<file path="src/rtl/pwm_dac_pkg.sv">
// Shared constants and threshold helper for the slow-DAC PWM generator.
// Optional phase-align input is enabled with `define PWM_DAC_SYNC_EN.
package pwm_dac_pkg;

    localparam int unsigned PWW        = 8;
    localparam int unsigned DW         = 4;
    localparam int unsigned DITH_W     = 1 << DW;
    localparam int unsigned CCW        = PWW + DITH_W;
    localparam int unsigned THR_W      = PWW + 1;

    localparam int unsigned DUTY_MSB   = 23;
    localparam int unsigned DUTY_LSB   = 16;
    localparam int unsigned DITH_MSB   = 15;

    localparam int unsigned FRAME_CLKS = (1 << PWW) * (1 << DW);

    // Base duty plus the dither bit selected by the current period index.
    function automatic logic [THR_W-1:0] calc_thr(input logic [CCW-1:0] cfg,
                                                  input logic [DW-1:0]  cyc);
        logic [DITH_MSB:0] dith;
        dith = cfg[DITH_MSB:0];
        return {1'b0, cfg[DUTY_MSB:DUTY_LSB]} + THR_W'(dith[cyc]);
    endfunction

endpackage

</file>
<file path="src/rtl/pwm_dac_timebase.sv">
// Period/frame counters and frame-boundary strobe for pwm_dac_gen.
// With PWM_DAC_SYNC_EN, sync_i restarts the frame and forces a config load.
module pwm_dac_timebase
    import pwm_dac_pkg::*;
(
    input  logic           clk_i,
    input  logic           rstn_i,
`ifdef PWM_DAC_SYNC_EN
    input  logic           sync_i,
`endif
    output logic [PWW-1:0] cnt_o,
    output logic [DW-1:0]  cyc_o,
    output logic           load_c_o,
    output logic           frame_o
);

    logic [PWW-1:0] cnt_q, cnt_d;
    logic [DW-1:0]  cyc_q, cyc_d;
    logic           frame_q;
    logic           load_c;

    // Next-count and boundary detection; sync wins over free running.
    always_comb begin
        cnt_d  = cnt_q + PWW'(1);
        cyc_d  = cyc_q;
        load_c = 1'b0;
        if (&cnt_q) begin
            cyc_d = cyc_q + DW'(1);
            if (&cyc_q) begin
                load_c = 1'b1;
            end
        end
`ifdef PWM_DAC_SYNC_EN
        if (sync_i) begin
            cnt_d  = '0;
            cyc_d  = '0;
            load_c = 1'b1;
        end
`endif
    end

    always_ff @(posedge clk_i or negedge rstn_i) begin
        if (!rstn_i) begin
            cnt_q   <= '0;
            cyc_q   <= '0;
            frame_q <= 1'b0;
        end else begin
            cnt_q   <= cnt_d;
            cyc_q   <= cyc_d;
            frame_q <= load_c;
        end
    end

    assign cnt_o    = cnt_q;
    assign cyc_o    = cyc_q;
    assign load_c_o = load_c;
    assign frame_o  = frame_q;

endmodule

</file>
<file path="src/rtl/pwm_dac_gen.sv">
// Dithered PWM DAC: turns a {duty, dither} config word into a 1-bit stream.
// Define PWM_DAC_SYNC_EN to add the sync_i phase-align input.
module pwm_dac_gen
    import pwm_dac_pkg::*;
(
    input  logic           clk_i,
    input  logic           rstn_i,
    input  logic [CCW-1:0] cfg_i,
`ifdef PWM_DAC_SYNC_EN
    input  logic           sync_i,
`endif
    output logic           pwm_o,
    output logic           frame_o
);

    logic [PWW-1:0]   cnt;
    logic [DW-1:0]    cyc;
    logic             load_c;
    logic [CCW-1:0]   cfg_q, cfg_d;
    logic             pwm_q, pwm_d;
    logic [THR_W-1:0] thr_c;

    pwm_dac_timebase u_timebase (
        .clk_i    (clk_i),
        .rstn_i   (rstn_i),
`ifdef PWM_DAC_SYNC_EN
        .sync_i   (sync_i),
`endif
        .cnt_o    (cnt),
        .cyc_o    (cyc),
        .load_c_o (load_c),
        .frame_o  (frame_o)
    );

    // Threshold reaches 2**PWW when duty is all-ones and the dither bit is set.
    always_comb begin
        cfg_d = cfg_q;
        if (load_c) begin
            cfg_d = cfg_i;
        end
        thr_c = calc_thr(cfg_q, cyc);
        pwm_d = ({1'b0, cnt} < thr_c);
    end

    always_ff @(posedge clk_i or negedge rstn_i) begin
        if (!rstn_i) begin
            cfg_q <= '0;
            pwm_q <= 1'b0;
        end else begin
            cfg_q <= cfg_d;
            pwm_q <= pwm_d;
        end
    end

    assign pwm_o = pwm_q;

endmodule

</file>
<file path="config.mk">
export PLATFORM = sky130hd
export DESIGN_NAME = pwm_dac_gen
export DESIGN_NICKNAME = d
export VERILOG_FILES = /design/src/rtl/pwm_dac_pkg.sv /design/src/rtl/pwm_dac_timebase.sv /design/src/rtl/pwm_dac_gen.sv
export SDC_FILE = /design/constraint.sdc
export NUM_CORES = 1
export LEC_CHECK = 0
export BUFFER_PORTS_ARGS = -buffer_cell sky130_fd_sc_hd__buf_2
export CAP_MARGIN = 20
export CORE_AREA = 2 2 71 73
export DETAILED_ROUTE_END_ITERATION = 10
export DIE_AREA = 0 0 73 75
export RECOVER_POWER = 25
export SETUP_SLACK_MARGIN = 0.05
export SKIP_CTS_REPAIR_TIMING = 1
export SYNTH_ARGS = -nofsm -noshare
export SYNTH_HDL_FRONTEND = slang
export SYNTH_SLANG_ARGS = --single-unit
export TNS_END_PERCENT = 30
</file>
<file path="constraint.sdc">
create_clock -name clk_i -period 5.1 [get_ports clk_i]
set_input_delay 0.255 -clock clk_i [delete_from_list [all_inputs] [get_ports clk_i]]
set_output_delay 0.255 -clock clk_i [all_outputs]
set_load 0.02 [all_outputs]
</file>
Yosys cells after proc, flatten, opt, wreduce, memory -nomap -nowiden:

Cells that the tools add are included.

* register bits: 38
* input bits: 26

* $add $sub $neg: 3
* $lt $le $gt $ge: 2
* multiplexer cells: 4
* reduce and logical (&&, ||, !) cells: 2

Operators by type and width (number)
* 8-bit by 1-bit adder with 9-bit output: 1
* 8-bit by 9-bit less-than comparator with 1-bit output: 1
* 8-bit by 1-bit adder with 8-bit output (second input constant): 1
* 8-bit AND reduction: 1
* 4-bit by 5-bit less-than comparator with 1-bit output (second input constant): 1
* 4-bit by 1-bit adder with 4-bit output (second input constant): 1
* 1-bit binary-select mux with 4-bit select: 1
* 4-bit AND reduction: 1
* 1-bit 2-to-1 mux: 3

Depth between registers and ports, before layout:

* depth after elaboration: 4
* gate-level depth with buffers: 14

Hierarchy:

From an unflattened synthesis, not the netlist that was laid out.

* cell total of the unflattened synthesis: 135
* area total of the unflattened synthesis: 1894.3 sq um

Modules (own cells, without submodules)
* pwm_dac_gen: instances 1, cells an instance 94, area an instance 1330.0 sq um, seq. area each 625.6 sq um
* pwm_dac_timebase: instances 1, cells an instance 41, area an instance 564.3 sq um, seq. area each 325.3 sq um

Worst setup path before layout:

OpenSTA, ideal clock, no wires.

* kind: register to register
* start: register u_timebase.cyc_q[0] (netlist: u_timebase.cyc_o[0])
* end: register pwm_q (netlist: pwm_o)
* arrival time: 3.093 ns
* required time: 5.033 ns
* path slack: 1.940 ns
* stages on the path, launching flop included: 15
* path buffers: 1
* clock period less this slack: 3.160 ns
* cell sequence: dfrtp_1 buf_2 mux4_2 nor2b_1 a211oi_1 a21oi_1 ha_1 ha_1 nand4_1 xor2_1 ha_1 a21o_1 a211o_1 a221oi_1 a311o_1

* cells in the longest elaborated chain, start to end: 4

RTL lines
* start: declaration: RTL line pwm_dac_timebase.sv:18 `logic [DW-1:0] cyc_q, cyc_d;`
* start signal: assignment: RTL line pwm_dac_timebase.sv:49 `cyc_q <= cyc_d;`
* 1-bit binary-select mux with 4-bit select: RTL line pwm_dac_pkg.sv:22 `return {1'b0, cfg[DUTY_MSB:DUTY_LSB]} + THR_W'(dith[cyc]);`
* 1-bit 2-to-1 mux (implied by the code): RTL line pwm_dac_pkg.sv:22
* 8-bit by 1-bit adder with 9-bit output: RTL line pwm_dac_pkg.sv:22
* 8-bit by 9-bit less-than comparator with 1-bit output: RTL line pwm_dac_gen.sv:42 `pwm_d = ({1'b0, cnt} < thr_c);`
* net pwm_d: RTL line pwm_dac_gen.sv:20 `logic pwm_q, pwm_d;`
* end signal: assignment: RTL line pwm_dac_gen.sv:51 `pwm_q <= pwm_d;`
* end: declaration: RTL line pwm_dac_gen.sv:20

The timed path passes the listed nets, and every way through them passes these cells. The select of a mux whose other input is x is not followed.
A chain may end at the register's enable or synchronous reset.

Worst setup path after layout:

Same ends and word-level chain as after synthesis.

==> results.json <==
{
  "outcome": "complete, but fails checks",
  "violations": "max-capacitance violations, max-slew violations",
  "vias": 1133,
  "htree_levels": 2,
  "setup_ws_ps": 1700,
  "grt_setup_unrepaired": "no",
  "worst_slew_margin_rel_pct": -32.8,
  "cts_buffers": 5,
  "dr.max_layer_used": "met4",
  "hold_class": "input pin to register",
  "core_area_um2": 4660,
  "drt_iter0_markers": 33,
  "antenna_found_initial": 0,
  "max_freq_mhz": 294,
  "start_kind": "register",
  "p_sw_share_pct": 21.1,
  "startpoint": "u_timebase.cyc_o[0]$_DFFE_PN0P_",
  "fin_crit_ps": 3400,
  "crit_required_ps": 5330,
  "clock_path_buffers": 2,
  "r2r_slack_ps": 1700,
  "holdWs_ps": 195,
  "dr.pass1.iters": 2,
  "clkTransAtPathRegs_ps": 80,
  "dpl.hpwl_um": 2430,
  "fin_skew_ps": 7.46,
  "clockRootBuffer": "clkbuf_8",
  "grt.overflow.total": 0,
  "drv_cap": 1,
  "ys_seq_area_share_pct": 48.1,
  "synth_area_per_cell_um2": 14.4,
  "numClockSinks": 38,
  "initial_core_util_pct": 42.4,
  "leakagePower_uw": 0.00108,
  "setup_viol": 0,
  "ys_warn_count": 0,
  "rows": 25,
  "powerDensity_nw_per_um2": 239,
  "grt_use_total_pct": 13.2,
  "slew_viol_final": 39,
  "clkPwrFrac_pct": 40.1,
  "die_width_um": 73,
  "wl_met1_um": 1400,
  "pwr-share-seq_pct": 57.1,
  "criticalPathCategory": "register to register",
  "place_ws_ps": 1670,
  "insertion_delay_ps": 290,
  "cp_data_arrival_time_ps": 3630,
  "ios": 28,
  "hold_start": "cfg_i[13]",
  "wl_met3_um": 149,
  "period_share_pct": 66.6,
  "drive_gt1_share_pct": 39.5,
  "die_h_um": 75,
  "wl_met2_um": 1620,
  "nFillCells": 414,
  "dieArea_um2": 5480,
  "wl_per_cell_um": 14.5,
  "drc": 0,
  "post-route-util_pct": 47.4,
  "grt_pass1_vias": 1215,
  "cts_tree": "yes",
  "area_delta_synth_final_pct": 11.7,
  "crit_end": "pwm_o$_DFF_PN0_",
  "p_comb_share_pct": 2.8,
  "synth_area_um2": 1980,
  "n_antenna_cell": 0,
  "layout_commonest_cell": "dfrtp_1",
  "wl_um": 3210,
  "endpoint_kind": "register",
  "worst_pin_slew_ps": 1990,
  "r2r_end": "pwm_o$_DFF_PN0_",
  "numPortBuffers": 27,
  "layout.nets": 204,
  "finalSetupTns_ps": 0,
  "syn_nets": 175,
  "ant_nets": 0,
  "syn_inst": 137,
  "yosys.cell_types.count": 31,
  "grt_pass1_wl_um": 5410,
  "peakVddDrop_mv": 0.134,
  "grt_start_max_net_pins": 39,
  "ys_ff_latch": 38,
  "gp_congestion": 0.789,
  "layout_common_cells": "dfrtp_1, buf_2, mux2_4",
  "r2r-start": "u_timebase.cyc_o[0]$_DFFE_PN0P_",
  "hold_viol": 0,
  "crit_fanout": 7,
  "rr_worst_depth": 13,
  "power.internal_uw": 416,
  "p_switching_uw": 111,
  "routed_via_density": 5.13
}
[worst min-delay path by stage]
| stage | end | slack [ps] | cells past startpoint |
|---|---|---|---|
| floorplan | cfg_q[0]$_DFFE_PN0P_ | -40 | 0 |
| detailed placement | u_timebase.cnt_o[5]$_DFF_PN0_ | 410 | 1 |
| global placement | u_timebase.cnt_o[5]$_DFF_PN0_ | 380 | 1 |
| finish | cfg_q[13]$_DFFE_PN0P_ | 200 | 2 |
| global route | cfg_q[15]$_DFFE_PN0P_ | 180 | 2 |
| CTS | u_timebase.cnt_o[5]$_DFF_PN0_ | 90 | 1 |
[power groups by stage]
stage / combinational (µW) / sequential (µW) / clock, µW
finish: 14.8 / 301 / 212
detailed placement: 15.7 / 307 / 0
CTS: 15.7 / 301 / 219
floorplan: 0.384 / 307 / 0
global route: 17.0 / 301 / 230
global placement: 14.8 / 307 / 0
[cells by family (layout without fill, tap and decap cells)]
logic type | Yosys count | count (layout) | synth area share (%)
DFF | 38 | 38 | 48.1
muxes | 30 | 30 | 22.9
and+or+nand+nor | 25 | 25 | 7.66
xor gates and xnor gates | 15 | 15 | 6.65
adders and majority gates | 12 | 12 | 7.59
AOI/OAI and AO/OA | 10 | 10 | 3.42
buffers and inverters | 7 | 37 | 3.67
[metrics by stage]
stage                     area (µm²)  total power [µW]  instances
after floorplan                 1980               307        137
after global placement          2110               322        213
after detailed placement        2110               323        213
after CTS                       2210               536        221
after global routing            2210               548        221
final                           2210               528        221
[Yosys cell counts]
library cell	count	area share [%]
a211o_1	1	0.44
a211oi_1	1	0.38
a21o_1	1	0.38
a21oi_1	3	0.76
a221oi_1	1	0.44
a311o_1	1	0.51
and2_1	2	0.63
and4_1	1	0.44
and4_4	1	0.57
buf_12	2	2.0
buf_2	1	0.25
buf_8	1	0.76
clkbuf_2	1	0.25
dfrtp_1	38	48
ha_1	12	7.6
inv_1	2	0.38
mux2_2	6	3.4
mux2_4	19	14
mux2i_1	1	0.51
mux4_2	4	4.6
nand2_1	6	1.1
nand2b_1	1	0.32
nand3_1	5	1.3
nand3_2	1	0.51
nand4_1	3	0.95
nor2_1	2	0.38
nor2b_1	2	0.63
nor3_4	1	0.82
o21ai_0	2	0.51
xnor2_1	6	2.7
xor2_1	9	4.0
[critical path, cell delays in order (launching register included)]
cell and delay, ps:
dfrtp_1 540, mux4_2 540, nor2b_1 140, a211oi_1 210, a21oi_1 90, ha_1 190, ha_1 230, nand4_1 120
xor2_1 170, ha_1 260, a21o_1 180, a211o_1 280, a221oi_1 220, a311o_1 160
[layout make-up]
type                       instances  area (µm²)  area share, %
sequential                        38         951           43.1
clock buffer                       6        82.6           3.74
tap                               54        67.6           3.06
timing repair buffer              27         134           6.06
clock inverter                     2        12.5          0.567
inverter                           2        7.51          0.340
multi-input combinational         92         953           43.2
[registers in the layout (all words and copies together) (netlist names)]
signal and cells:
cfg_q 24, u_timebase.cnt_o 8, u_timebase.cyc_o 4, pwm_o 1, u_timebase.frame_o 1
[metal layers]
metal | vias up | GRT usage [%]
met5 | - | 0
met2 | 24 | 21.9
met4 | 0 | 4.94
met1 | 553 | 15.6
li1 | 549 | -
met3 | 7 | 5.22
No activity file was read; power rests on OpenSTA's default activity.
